===== config.mk =====
export PLATFORM = sky130hd
export DESIGN_NAME = dadda8_dot_acc
export DESIGN_NICKNAME = d
export VERILOG_FILES = /design/src/rtl/dadda8_pkg.sv /design/src/rtl/dadda8_orig.sv /design/src/rtl/dadda8_dot_acc.sv
export SDC_FILE = /design/constraint.sdc
export NUM_CORES = 1
export LEC_CHECK = 0
export CAP_MARGIN = 0
export CORE_MARGIN = 5
export CORE_UTILIZATION = 44
export DETAILED_ROUTE_END_ITERATION = 10
export DONT_BUFFER_PORTS = 1
export PLACE_DENSITY = 0.57
export SLEW_MARGIN = 20
export SYNTH_ARGS = -nofsm -noshare
export SYNTH_HDL_FRONTEND = slang
export SYNTH_SLANG_ARGS = --single-unit

===== constraint.sdc =====
create_clock -name clk -period 6.9 [get_ports clk]
set_clock_uncertainty 0.1 [all_clocks]
set_input_delay 1.035 -clock clk [delete_from_list [all_inputs] [get_ports clk]]
set_output_delay 1.035 -clock clk [all_outputs]
set_load 0.005 [all_outputs]

===== src/rtl/dadda8_pkg.sv =====
// dadda8_pkg: shared state encoding and default widths for the dot-product engine
package dadda8_pkg;
   typedef enum logic [1:0] {IDLE, LOAD, DRAIN, DONE} state_t;
   localparam int ACC_W_DEF = 24;
   localparam int LEN_W_DEF = 8;
endpackage


===== src/rtl/dadda8_orig.sv =====
// dadda8_orig: 8x8 unsigned Dadda multiplier (column reduction to heights 6,4,3,2 then a final add)
module dadda8_orig (
   input  logic [7:0]  a,
   input  logic [7:0]  b,
   output logic [15:0] out
);
   logic [15:0] col [16];
   logic [15:0] nxt [16];
   logic [3:0]  h [16];
   logic [3:0]  nh [16];
   logic [3:0]  d, k, r;
   logic        s_b, c_b;
   logic [15:0] r0, r1;
   always_comb begin
      col = '{default: '0};
      nxt = '{default: '0};
      h = '{default: '0};
      nh = '{default: '0};
      d = '0;
      k = '0;
      r = '0;
      s_b = 1'b0;
      c_b = 1'b0;
      r0 = '0;
      r1 = '0;
      for (int i = 0; i < 8; i++)
         for (int j = 0; j < 8; j++) begin
            col[i+j][h[i+j]] = a[i] & b[j];
            h[i+j] = h[i+j] + 4'd1;
         end
      for (int s = 0; s < 4; s++) begin
         d = s == 0 ? 4'd6 : s == 1 ? 4'd4 : s == 2 ? 4'd3 : 4'd2;
         nxt = '{default: '0};
         nh = '{default: '0};
         for (int i = 0; i < 16; i++) begin
            k = '0;
            r = h[i] + nh[i];
            for (int t = 0; t < 4; t++)
               if (r > d) begin
                  if (r == d + 4'd1) begin
                     s_b = col[i][k] ^ col[i][k+4'd1];
                     c_b = col[i][k] & col[i][k+4'd1];
                     k = k + 4'd2;
                     r = r - 4'd1;
                  end else begin
                     s_b = col[i][k] ^ col[i][k+4'd1] ^ col[i][k+4'd2];
                     c_b = (col[i][k] & col[i][k+4'd1]) | (col[i][k] & col[i][k+4'd2]) | (col[i][k+4'd1] & col[i][k+4'd2]);
                     k = k + 4'd3;
                     r = r - 4'd2;
                  end
                  nxt[i][nh[i]] = s_b;
                  nh[i] = nh[i] + 4'd1;
                  if (i < 15) begin
                     nxt[i+1][nh[i+1]] = c_b;
                     nh[i+1] = nh[i+1] + 4'd1;
                  end
               end
            for (int t = 0; t < 16; t++)
               if (4'(t) >= k && 4'(t) < h[i]) begin
                  nxt[i][nh[i]] = col[i][t];
                  nh[i] = nh[i] + 4'd1;
               end
         end
         col = nxt;
         h = nh;
      end
      for (int i = 0; i < 16; i++) begin
         r0[i] = col[i][0];
         r1[i] = col[i][1];
      end
      out = r0 + r1;
   end
endmodule


===== src/rtl/dadda8_dot_acc.sv =====
// dadda8_dot_acc: streams len operand pairs through the Dadda multiplier and emits their accumulated sum
module dadda8_dot_acc
   import dadda8_pkg::*;
#(
   parameter int ACC_W = ACC_W_DEF,
   parameter int LEN_W = LEN_W_DEF
) (
   input  logic             clk,
   input  logic             rst_n,
   input  logic             start,
   input  logic [LEN_W-1:0] len,
   input  logic             in_valid,
   output logic             in_ready,
   input  logic [7:0]       a,
   input  logic [7:0]       b,
   output logic             out_valid,
   input  logic             out_ready,
   output logic [ACC_W-1:0] result,
   output logic             overflow,
   output logic             busy
);
   state_t           state, state_n;
   logic [LEN_W-1:0] remaining;
   logic [15:0]      prod, prod_q;
   logic             prod_v;
   logic [ACC_W-1:0] acc;
   logic [ACC_W:0]   sum;
   logic             accept;
   dadda8_orig u_mul (.a(a), .b(b), .out(prod));
   assign in_ready  = state == LOAD;
   assign out_valid = state == DONE;
   assign busy      = state != IDLE;
   assign result    = acc;
   assign accept    = in_valid & in_ready;
   assign sum       = {1'b0, acc} + {{(ACC_W-15){1'b0}}, prod_q};
   always_comb begin
      state_n = state;
      unique case (state)
         IDLE:    state_n = start ? (len != '0 ? LOAD : DONE) : IDLE;
         LOAD:    state_n = accept && remaining == LEN_W'(1) ? DRAIN : LOAD;
         DRAIN:   state_n = DONE;
         DONE:    state_n = out_ready ? IDLE : DONE;
         default: state_n = IDLE;
      endcase
   end
   always_ff @(posedge clk or negedge rst_n) begin
      if (!rst_n) begin
         state     <= IDLE;
         remaining <= '0;
         prod_q    <= '0;
         prod_v    <= 1'b0;
         acc       <= '0;
         overflow  <= 1'b0;
      end else begin
         state  <= state_n;
         prod_v <= accept;
         if (accept) begin
            prod_q    <= prod;
            remaining <= remaining - LEN_W'(1);
         end
         if (state == IDLE && start) begin
            remaining <= len;
            acc       <= '0;
            overflow  <= 1'b0;
         end else if (prod_v) begin
            acc      <= sum[ACC_W-1:0];
            overflow <= overflow | sum[ACC_W];
         end
      end
   end
endmodule


==> results of run 1 <==
[flip-flops by register name, indices dropped and copies added, names as in the netlist]
| signal | flops |
|---|---|
| overflow | 1 |
| prod_q | 16 |
| remaining | 8 |
| prod_v | 1 |
| result | 24 |
| state | 2 |
[worst max path at each step]
stage               from                      to  slack [ns]  cells past startpoint
floorplan           a[0]  prod_q[15]$_DFFE_PN0P_        2.10                     16
global placement    a[0]  prod_q[15]$_DFFE_PN0P_        1.91                     16
detailed placement  a[0]  prod_q[15]$_DFFE_PN0P_        1.86                     16
CTS                 a[0]  prod_q[15]$_DFFE_PN0P_        2.17                     16
global route        a[0]  prod_q[15]$_DFFE_PN0P_        1.88                     16
finish              a[0]  prod_q[15]$_DFFE_PN0P_        2.16                     16
[per-layer routing]
metal,global-route usage (%),share of wire [%]
met5,0,0
met4,2.905,0.95
met3,3.496,4.9
met2,28.86,47
met1,22.34,47
[cell usage after synthesis, types with 11 or more instances]
library cell,count,area [um^2]
sky130_fd_sc_hd__ha_1,39,488.0
sky130_fd_sc_hd__inv_1,64,240.2
sky130_fd_sc_hd__nor3_1,11,55.05
sky130_fd_sc_hd__and2_1,45,281.5
sky130_fd_sc_hd__a21oi_1,22,110.1
sky130_fd_sc_hd__nand3_1,16,80.08
sky130_fd_sc_hd__fa_1,37,740.7
sky130_fd_sc_hd__nand2_1,84,315.3
sky130_fd_sc_hd__nor2_1,40,150.1
sky130_fd_sc_hd__o21ai_0,30,150.1
sky130_fd_sc_hd__xnor2_1,13,113.9
sky130_fd_sc_hd__dfrtp_1,52,1301
sky130_fd_sc_hd__mux2i_1,14,140.1
[worst register-to-register path, stage by stage (launching register included)]
cell                       delay [ns]
sky130_fd_sc_hd__dfrtp_1         0.43
sky130_fd_sc_hd__ha_1            0.25
sky130_fd_sc_hd__fa_1            0.42
sky130_fd_sc_hd__a21oi_1         0.28
sky130_fd_sc_hd__o211ai_1        0.19
sky130_fd_sc_hd__and3_1          0.18
sky130_fd_sc_hd__nor2_1          0.12
sky130_fd_sc_hd__mux2i_1         0.10
sky130_fd_sc_hd__a311o_1         0.32
[power by group through the flow]
stage | clock [uW] | combinational (uW) | sequential [uW]
final | 286 | 1360 | 590
after global routing | 306 | 1580 | 618
after CTS | 297 | 1360 | 594
after detailed placement | 0 | 1360 | 599
after global placement | 0 | 1340 | 595
after floorplan | 0 | 1130 | 549
[area by class of cell]
class | count | area [um^2]
Fill cell | 1095 | 5941
Inverter | 64 | 240.2
Tap cell | 143 | 178.9
Multi-Input combinational cell | 455 | 3425
Clock buffer | 5 | 125.1
Timing Repair Buffer | 2 | 15.01
Sequential cell | 52 | 1301
Clock inverter | 3 | 46.29
[cell families (layout without fill, tap and decap cells)]
logic type | Yosys count | in the layout
simple gates | 233 | 233
compound gates | 112 | 112
buf+inv | 77 | 74
fa+ha+maj | 76 | 76
flops | 52 | 52
xor+xnor | 19 | 19
mux | 15 | 15
[metrics by stage]
step	total power [uW]	instances	worst slack, ns	utilization [%]	area (um^2)
2_1_floorplan	1683	584	2.097	-	5016
5_1_grt	2503	724	1.879	47.30	5331
6_report	2231	724	2.161	47.30	5331
3_5_place_dp	1958	716	1.857	45.78	5160
3_3_place_gp	1932	716	1.907	45.78	5160
4_1_cts	2256	724	2.171	47.30	5331
==> impl_results.rst, run 1 <==
.. list-table::
   :header-rows: 1

   * - Metric
     - Value
   * - Via Count
     - 3893
   * - Final slew viol count
     - 0
   * - Die ar.
     - 13640 um^2
   * - Number of CTS-inserted buffers
     - 5
   * - Worst IR Drop VDD
     - 0.2184 mV
   * - Kind of end point of the critical path
     - flip-flop
   * - Fraction of the mapped netlist area in adder cells
     - 24.49%
   * - Overflow left after global routing
     - 0
   * - Largest delay share family, worst path
     - adder cells
   * - TritonRoute pass-1 iters
     - 4
   * - Max frequency
     - 211.0 MHz
   * - Layout cells sized above 1
     - 2.582%
   * - Initial antenna violation count
     - 0
   * - Final Cycle Share
     - 68.69%
   * - Class of the tightest hold or removal check
     - primary input to asynchronous set/reset pin
   * - Worst r2r src
     - result[0]$_DFFE_PN0P_
   * - Post-route ant nets
     - 0
   * - Top library cells by usage in the layout, fill and taps aside
     - 84 x sky130_fd_sc_hd__nand2_1, 64 x sky130_fd_sc_hd__inv_1, 52 x sky130_fd_sc_hd__dfrtp_1, 45 x sky130_fd_sc_hd__and2_1, 40 x sky130_fd_sc_hd__nor2_1
   * - Worst-margin pin slew
     - 0.9051 ns
   * - Post-synthesis cell area
     - 5016 um^2
   * - Post-Syn Area per Cell
     - 8.589 um^2
   * - First-pass GRT wire length
     - 18910 um
   * - Clock root cell
     - sky130_fd_sc_hd__clkbuf_16
   * - Endpoints failing hold
     - 0
   * - Effective utilization at floorplan
     - 44.50%
   * - Power share of the sequential group
     - 26.4%
   * - Top_reg_cell synth
     - sky130_fd_sc_hd__dfrtp_1
   * - Kind of start point of the critical path
     - primary input
   * - Sw Pwr
     - 1013 uW
   * - Startpoint-to-endpoint class of the critical path
     - primary input to flip-flop
   * - Worst-case register-to-register setup slack
     - 4.41 ns
   * - Port-buffer cells
     - 0
   * - Total setup buffers inserted after CTS
     - 0
   * - Routed vias/inst
     - 5.377
   * - Portion of total power attributed to the clock network
     - 12.8%
   * - Area added between synthesis and finish
     - 6.286%
   * - Compound-gate portion of the synthesized area
     - 15.04%
   * - Htree depth
     - 2
   * - Post-synthesis sequential element count
     - 52
   * - Latest clock arrival within the worst-skew pair
     - 0.29 ns
   * - Net count of the mapped netlist
     - 689
   * - R2R cell count
     - 8
   * - Cells traversed along the worst timing path
     - and2_1, fa_1, inv_1, fa_1, inv_1, fa_1, inv_1, fa_1, inv_1, ha_1, o21a_1, o21a_1, a41oi_1, o21ai_0, a21oi_1, o21ai_0
   * - DRC errors left
     - 0
   * - Number of standard-cell rows in the floorplan
     - 39
   * - CP arrival
     - 4.78 ns
   * - WP buf/inv
     - 4
   * - Post-Synth Simple-Gate Area
     - 22.40%
   * - Clock tree buffer depth
     - 2
   * - Destination of the worst register-to-register timing path
     - result[12]$_DFFE_PN0P_
   * - Wire length reported by the detailed router
     - 10900 um
   * - Number of DRC markers after the initial detailed-route iteration
     - 243
   * - Core footprint
     - 11270 um^2
   * - Critical-path cell with the highest stage delay
     - sky130_fd_sc_hd__fa_1
   * - Final setup violation count
     - 0
   * - Horizontal extent of the die
     - 116.8 um
   * - Largest family of logic cells by synthesized area
     - adder cells
   * - Average routed wire per standard cell
     - 15.06 um
   * - Fraction of synthesized area in multiplexers
     - 3.018%
   * - Total internal power
     - 1218 uW
   * - Fraction of registers with async set or reset after synthesis
     - 100.0%
   * - Relative slew margins
     - 39.51%
   * - XOR/XNOR share of the synthesized area
     - 3.318%
   * - Max Cap Violations
     - 0
   * - Total Negative Setup Slacks
     - 0 ns
   * - Post-synthesis sequential area ratio
     - 25.94%
   * - Time the worst path needs with I/O delays and setup
     - 4.739 ns
   * - Power density over the cells
     - 418.5 nW/um^2
   * - CTS tree
     - yes
   * - Number of flops mapped to enable cells by yosys
     - 0
   * - Hold_buf cts
     - 0
   * - Unrepaired setup endpoints after global routing
     - false
   * - Clock transition at the register clock pins on the worst setup and hold paths after CTS
     - 0.07 ns
   * - Total Nets Final
     - 685
   * - Vias in the first global route
     - 4026
   * - Data required time at the worst endpoint
     - 6.94 ns
   * - Io pins
     - 57
   * - Post-synthesis cell count
     - 584
   * - Total inserted antenna cells
     - 0
   * - Detail Placement HPWL
     - 8720 um
   * - Largest net degree at the start of global routing
     - 53
   * - Number of distinct library cell variants in the gate-level netlist after synthesis
     - 51
   * - Die Y-Extent
     - 116.8 um
   * - Most common library cell in the layout ignoring fill and taps
     - sky130_fd_sc_hd__nand2_1
   * - Result of the run
     - finished, final reports clean
   * - Lkg Pwr
     - 0.002560 uW
   * - Number of instances resized during post-cts repair
     - 0
   * - Global-route total usage across every layer
     - 16.82%
   * - Routability cong.
     - 0.8731
   * - Number of sinks driven by the clock tree
     - 52
   * - Switching share of power
     - 45.39%
   * - Tightest hold margin
     - 0.3359 ns
   * - Comb pwr share
     - 60.7%
   * - Largest incremental delay on the critical path
     - 0.53 ns
   * - Number of warning messages in the yosys log
     - 0
   * - Critical Path Fanout Max
     - 8
(Power assumes the default switching activity.)
==> inputs of run 2 (changes only) <==
Settings changed: PLACE_DENSITY 0.57 to 0.59.
Clock period 6.9 ns to 3.9 ns, I/O delays scaled along.
==> impl_results.rst, run 2 (synthesis results as in run 1) <==
.. list-table::
   :header-rows: 1

   * - Metric
     - Value
   * - Result of the run
     - finished, violations left
   * - Violations in the final reports
     - setup timing
   * - Top layer in use
     - met4
   * - Area added between synthesis and finish
     - 10.88%
   * - Max Cap Violations
     - 0
   * - Largest incremental delay on the critical path
     - 0.54 ns
   * - Kind of start point of the critical path
     - primary input
   * - WP buf/inv
     - 5
   * - Initial antenna violation count
     - 0
   * - Number of standard-cell rows in the floorplan
     - 39
   * - Die ar.
     - 13640 um^2
   * - Total inserted antenna cells
     - 0
   * - Number of sinks driven by the clock tree
     - 52
   * - Cells traversed along the worst timing path
     - and2_4, fa_1, inv_2, fa_1, inv_2, fa_1, inv_1, fa_1, inv_2, ha_4, o21a_1, o21a_1, buf_4, o41ai_2, a21oi_1, o21a_1, o31ai_2
   * - Kind of end point of the critical path
     - flip-flop
   * - Final Cycle Share
     - 104.8%
   * - Most common library cell in the layout ignoring fill and taps
     - sky130_fd_sc_hd__nand2_1
   * - Max FFs per register
     - 24
   * - Die Y-Extent
     - 116.8 um
   * - Top library cells by usage in the layout, fill and taps aside
     - 84 x sky130_fd_sc_hd__nand2_1, 61 x sky130_fd_sc_hd__inv_1, 52 x sky130_fd_sc_hd__dfrtp_1, 44 x sky130_fd_sc_hd__and2_1, 40 x sky130_fd_sc_hd__nor2_1
   * - Io pins
     - 57
   * - Vias in the first global route
     - 4023
   * - Sum of met3 wire segment lengths after detailed routing
     - 367 um
   * - Average routed wire per standard cell
     - 14.50 um
   * - TritonRoute pass-1 iters
     - 4
   * - Relative slew margins
     - 45.56%
   * - Wire length reported by the detailed router
     - 10820 um
   * - Max frequency
     - 244.6 MHz
   * - Worst IR Drop VDD
     - 0.3905 mV
   * - Core footprint
     - 11270 um^2
   * - Total Negative Setup Slacks
     - -0.7606 ns
   * - Layout cells sized above 1
     - 7.960%
   * - Power density over the cells
     - 751.3 nW/um^2
   * - CTS tree
     - yes
   * - Effective utilization at floorplan
     - 44.50%
   * - Htree depth
     - 2
   * - Global-route total usage across every layer
     - 16.51%
   * - Routed vias/inst
     - 5.369
   * - Final slew viol count
     - 0
   * - Routability cong.
     - 0.9122
   * - Number of CTS-inserted buffers
     - 5
   * - Total Nets Final
     - 707
   * - Time the worst path needs with I/O delays and setup
     - 4.088 ns
   * - Crit path setup slack, layout
     - -0.1884 ns
   * - Clock root cell
     - sky130_fd_sc_hd__clkbuf_16
   * - Startpoint-to-endpoint class of the critical path
     - primary input to flip-flop
   * - Largest net degree at the start of global routing
     - 53
   * - Worst-margin pin slew
     - 0.8146 ns
   * - Final core utilization
     - 49.34%
   * - Clock transition at the register clock pins on the worst setup and hold paths after CTS
     - 0.07 ns
   * - Port-buffer cells
     - 0
   * - Endpoints failing hold
     - 0
   * - Most repeated library cell on the critical path
     - sky130_fd_sc_hd__fa_1
   * - Horizontal extent of the die
     - 116.8 um
   * - Unrepaired setup endpoints after global routing
     - true
   * - Clock tree buffer depth
     - 2
   * - First-pass GRT wire length
     - 18650 um
   * - Latest clock arrival within the worst-skew pair
     - 0.29 ns
   * - Class of the tightest hold or removal check
     - primary input to asynchronous set/reset pin
   * - Final setup violation count
     - 6
   * - Data required time at the worst endpoint
     - 4.00 ns
   * - CP arrival
     - 4.19 ns
   * - Largest delay share family, worst path
     - adder cells
   * - Post-Route M1 WL
     - 5161 um
   * - Worst slack at placement
     - -0.5094 ns
   * - Overflow left after global routing
     - 0
   * - Critical Path Fanout Max
     - 8
   * - Via Count
     - 4005
   * - Lkg Pwr
     - 0.002676 uW
   * - DRC errors left
     - 0
   * - Detail Placement HPWL
     - 8839 um
   * - Length of routed met2 wiring
     - 5201 um
   * - Critical-path cell with the highest stage delay
     - sky130_fd_sc_hd__fa_1
   * - Number of DRC markers after the initial detailed-route iteration
     - 157
   * - Post-route ant nets
     - 0
   * - Layout filler cell count
     - 1062
## run 2: changes by cell type in the layout (fill, tap and decap cells not counted), moves of 2 or more
cell / previous run / this run
sky130_fd_sc_hd__inv_1: 64 / 61
sky130_fd_sc_hd__o21ai_0: 30 / 25
sky130_fd_sc_hd__o21ai_1: 0 / 4
sky130_fd_sc_hd__a21oi_2: 0 / 2
sky130_fd_sc_hd__buf_4: 2 / 22
sky130_fd_sc_hd__a21oi_1: 22 / 20
sky130_fd_sc_hd__inv_2: 0 / 3
## run 2: what timing repair did
| item | 4_1_cts | 5_1_grt |
|---|---|---|
| hold buffers | 1 | 0 |
| setup buffers | 1 | 1 |
| endpoints found under the setup margin | 6 | 7 |
| pin swaps | 4 | 3 |
| cloned | 0 | 0 |
| gates resized for setup | 5 | 7 |
| hold endpoints to repair | 52 | 0 |
## run 2: worst paths after layout
path	startpoint	endpoint	cells past startpoint	slack (ns)
setup / recovery	a[0]	prod_q[14]$_DFFE_PN0P_	17	-0.19
hold / removal	rst_n	result[3]$_DFFE_PN0P_	1	0.04
setup reg to reg	result[0]$_DFFE_PN0P_	result[12]$_DFFE_PN0P_	8	1.47
hold reg to reg	prod_q[0]$_DFFE_PN0P_	prod_q[0]$_DFFE_PN0P_	2	0.39
max in group asynchronous	rst_n	prod_q[1]$_DFFE_PN0P_	1	3.41
min in group clk	len[3]	remaining[3]$_DFFE_PN0P_	2	0.30
## run 2: metal layers
layer	track usage, %	vias up
met3	2.674	7
met5	0	-
met4	2.905	0
met2	28.48	59
li1	-	2019
met1	22.22	1920
## run 2: metrics by stage
| stage | std cells | area [um^2] | total power [uW] | hold WS, ns |
|---|---|---|---|---|
| 2_1_floorplan | 584 | 5039 | 3007 | 0.1894 |
| 3_3_place_gp | 735 | 5325 | 3592 | 0.1911 |
| 3_5_place_dp | 735 | 5325 | 3654 | 0.1910 |
| 4_1_cts | 745 | 5533 | 4176 | 0.05709 |
| 5_1_grt | 746 | 5562 | 4634 | 0.04945 |
| 6_report | 746 | 5562 | 4179 | 0.04056 |
## run 2: area by class of cell
class	count	area, um^2	area share, %
sequential	52	1301	23.40
clock buffer	7	142.6	2.565
multi-input combinational	455	3487	62.70
timing repair buffer	24	203.9	3.667
inverter	64	240.2	4.319
clock inverter	1	7.507	0.1350
tap	143	178.9	3.217
## run 2: power breakdown
group	internal (uW)	total (uW)	switching, uW
Clock	256	448	192
Combinational	1250	2690	1430
Sequential	794	1040	251
Total	2300	4180	1880
## run 2: worst register-to-register path: cells and delay by family, from the launching register on
family,cells,cell delay [ns]
AO/OA/AOI/OAI,3,0.79
adder cells (fa/ha/maj),2,0.66
multiplexers,1,0.09
AND/OR/NAND/NOR,2,0.28
flip-flops,1,0.41
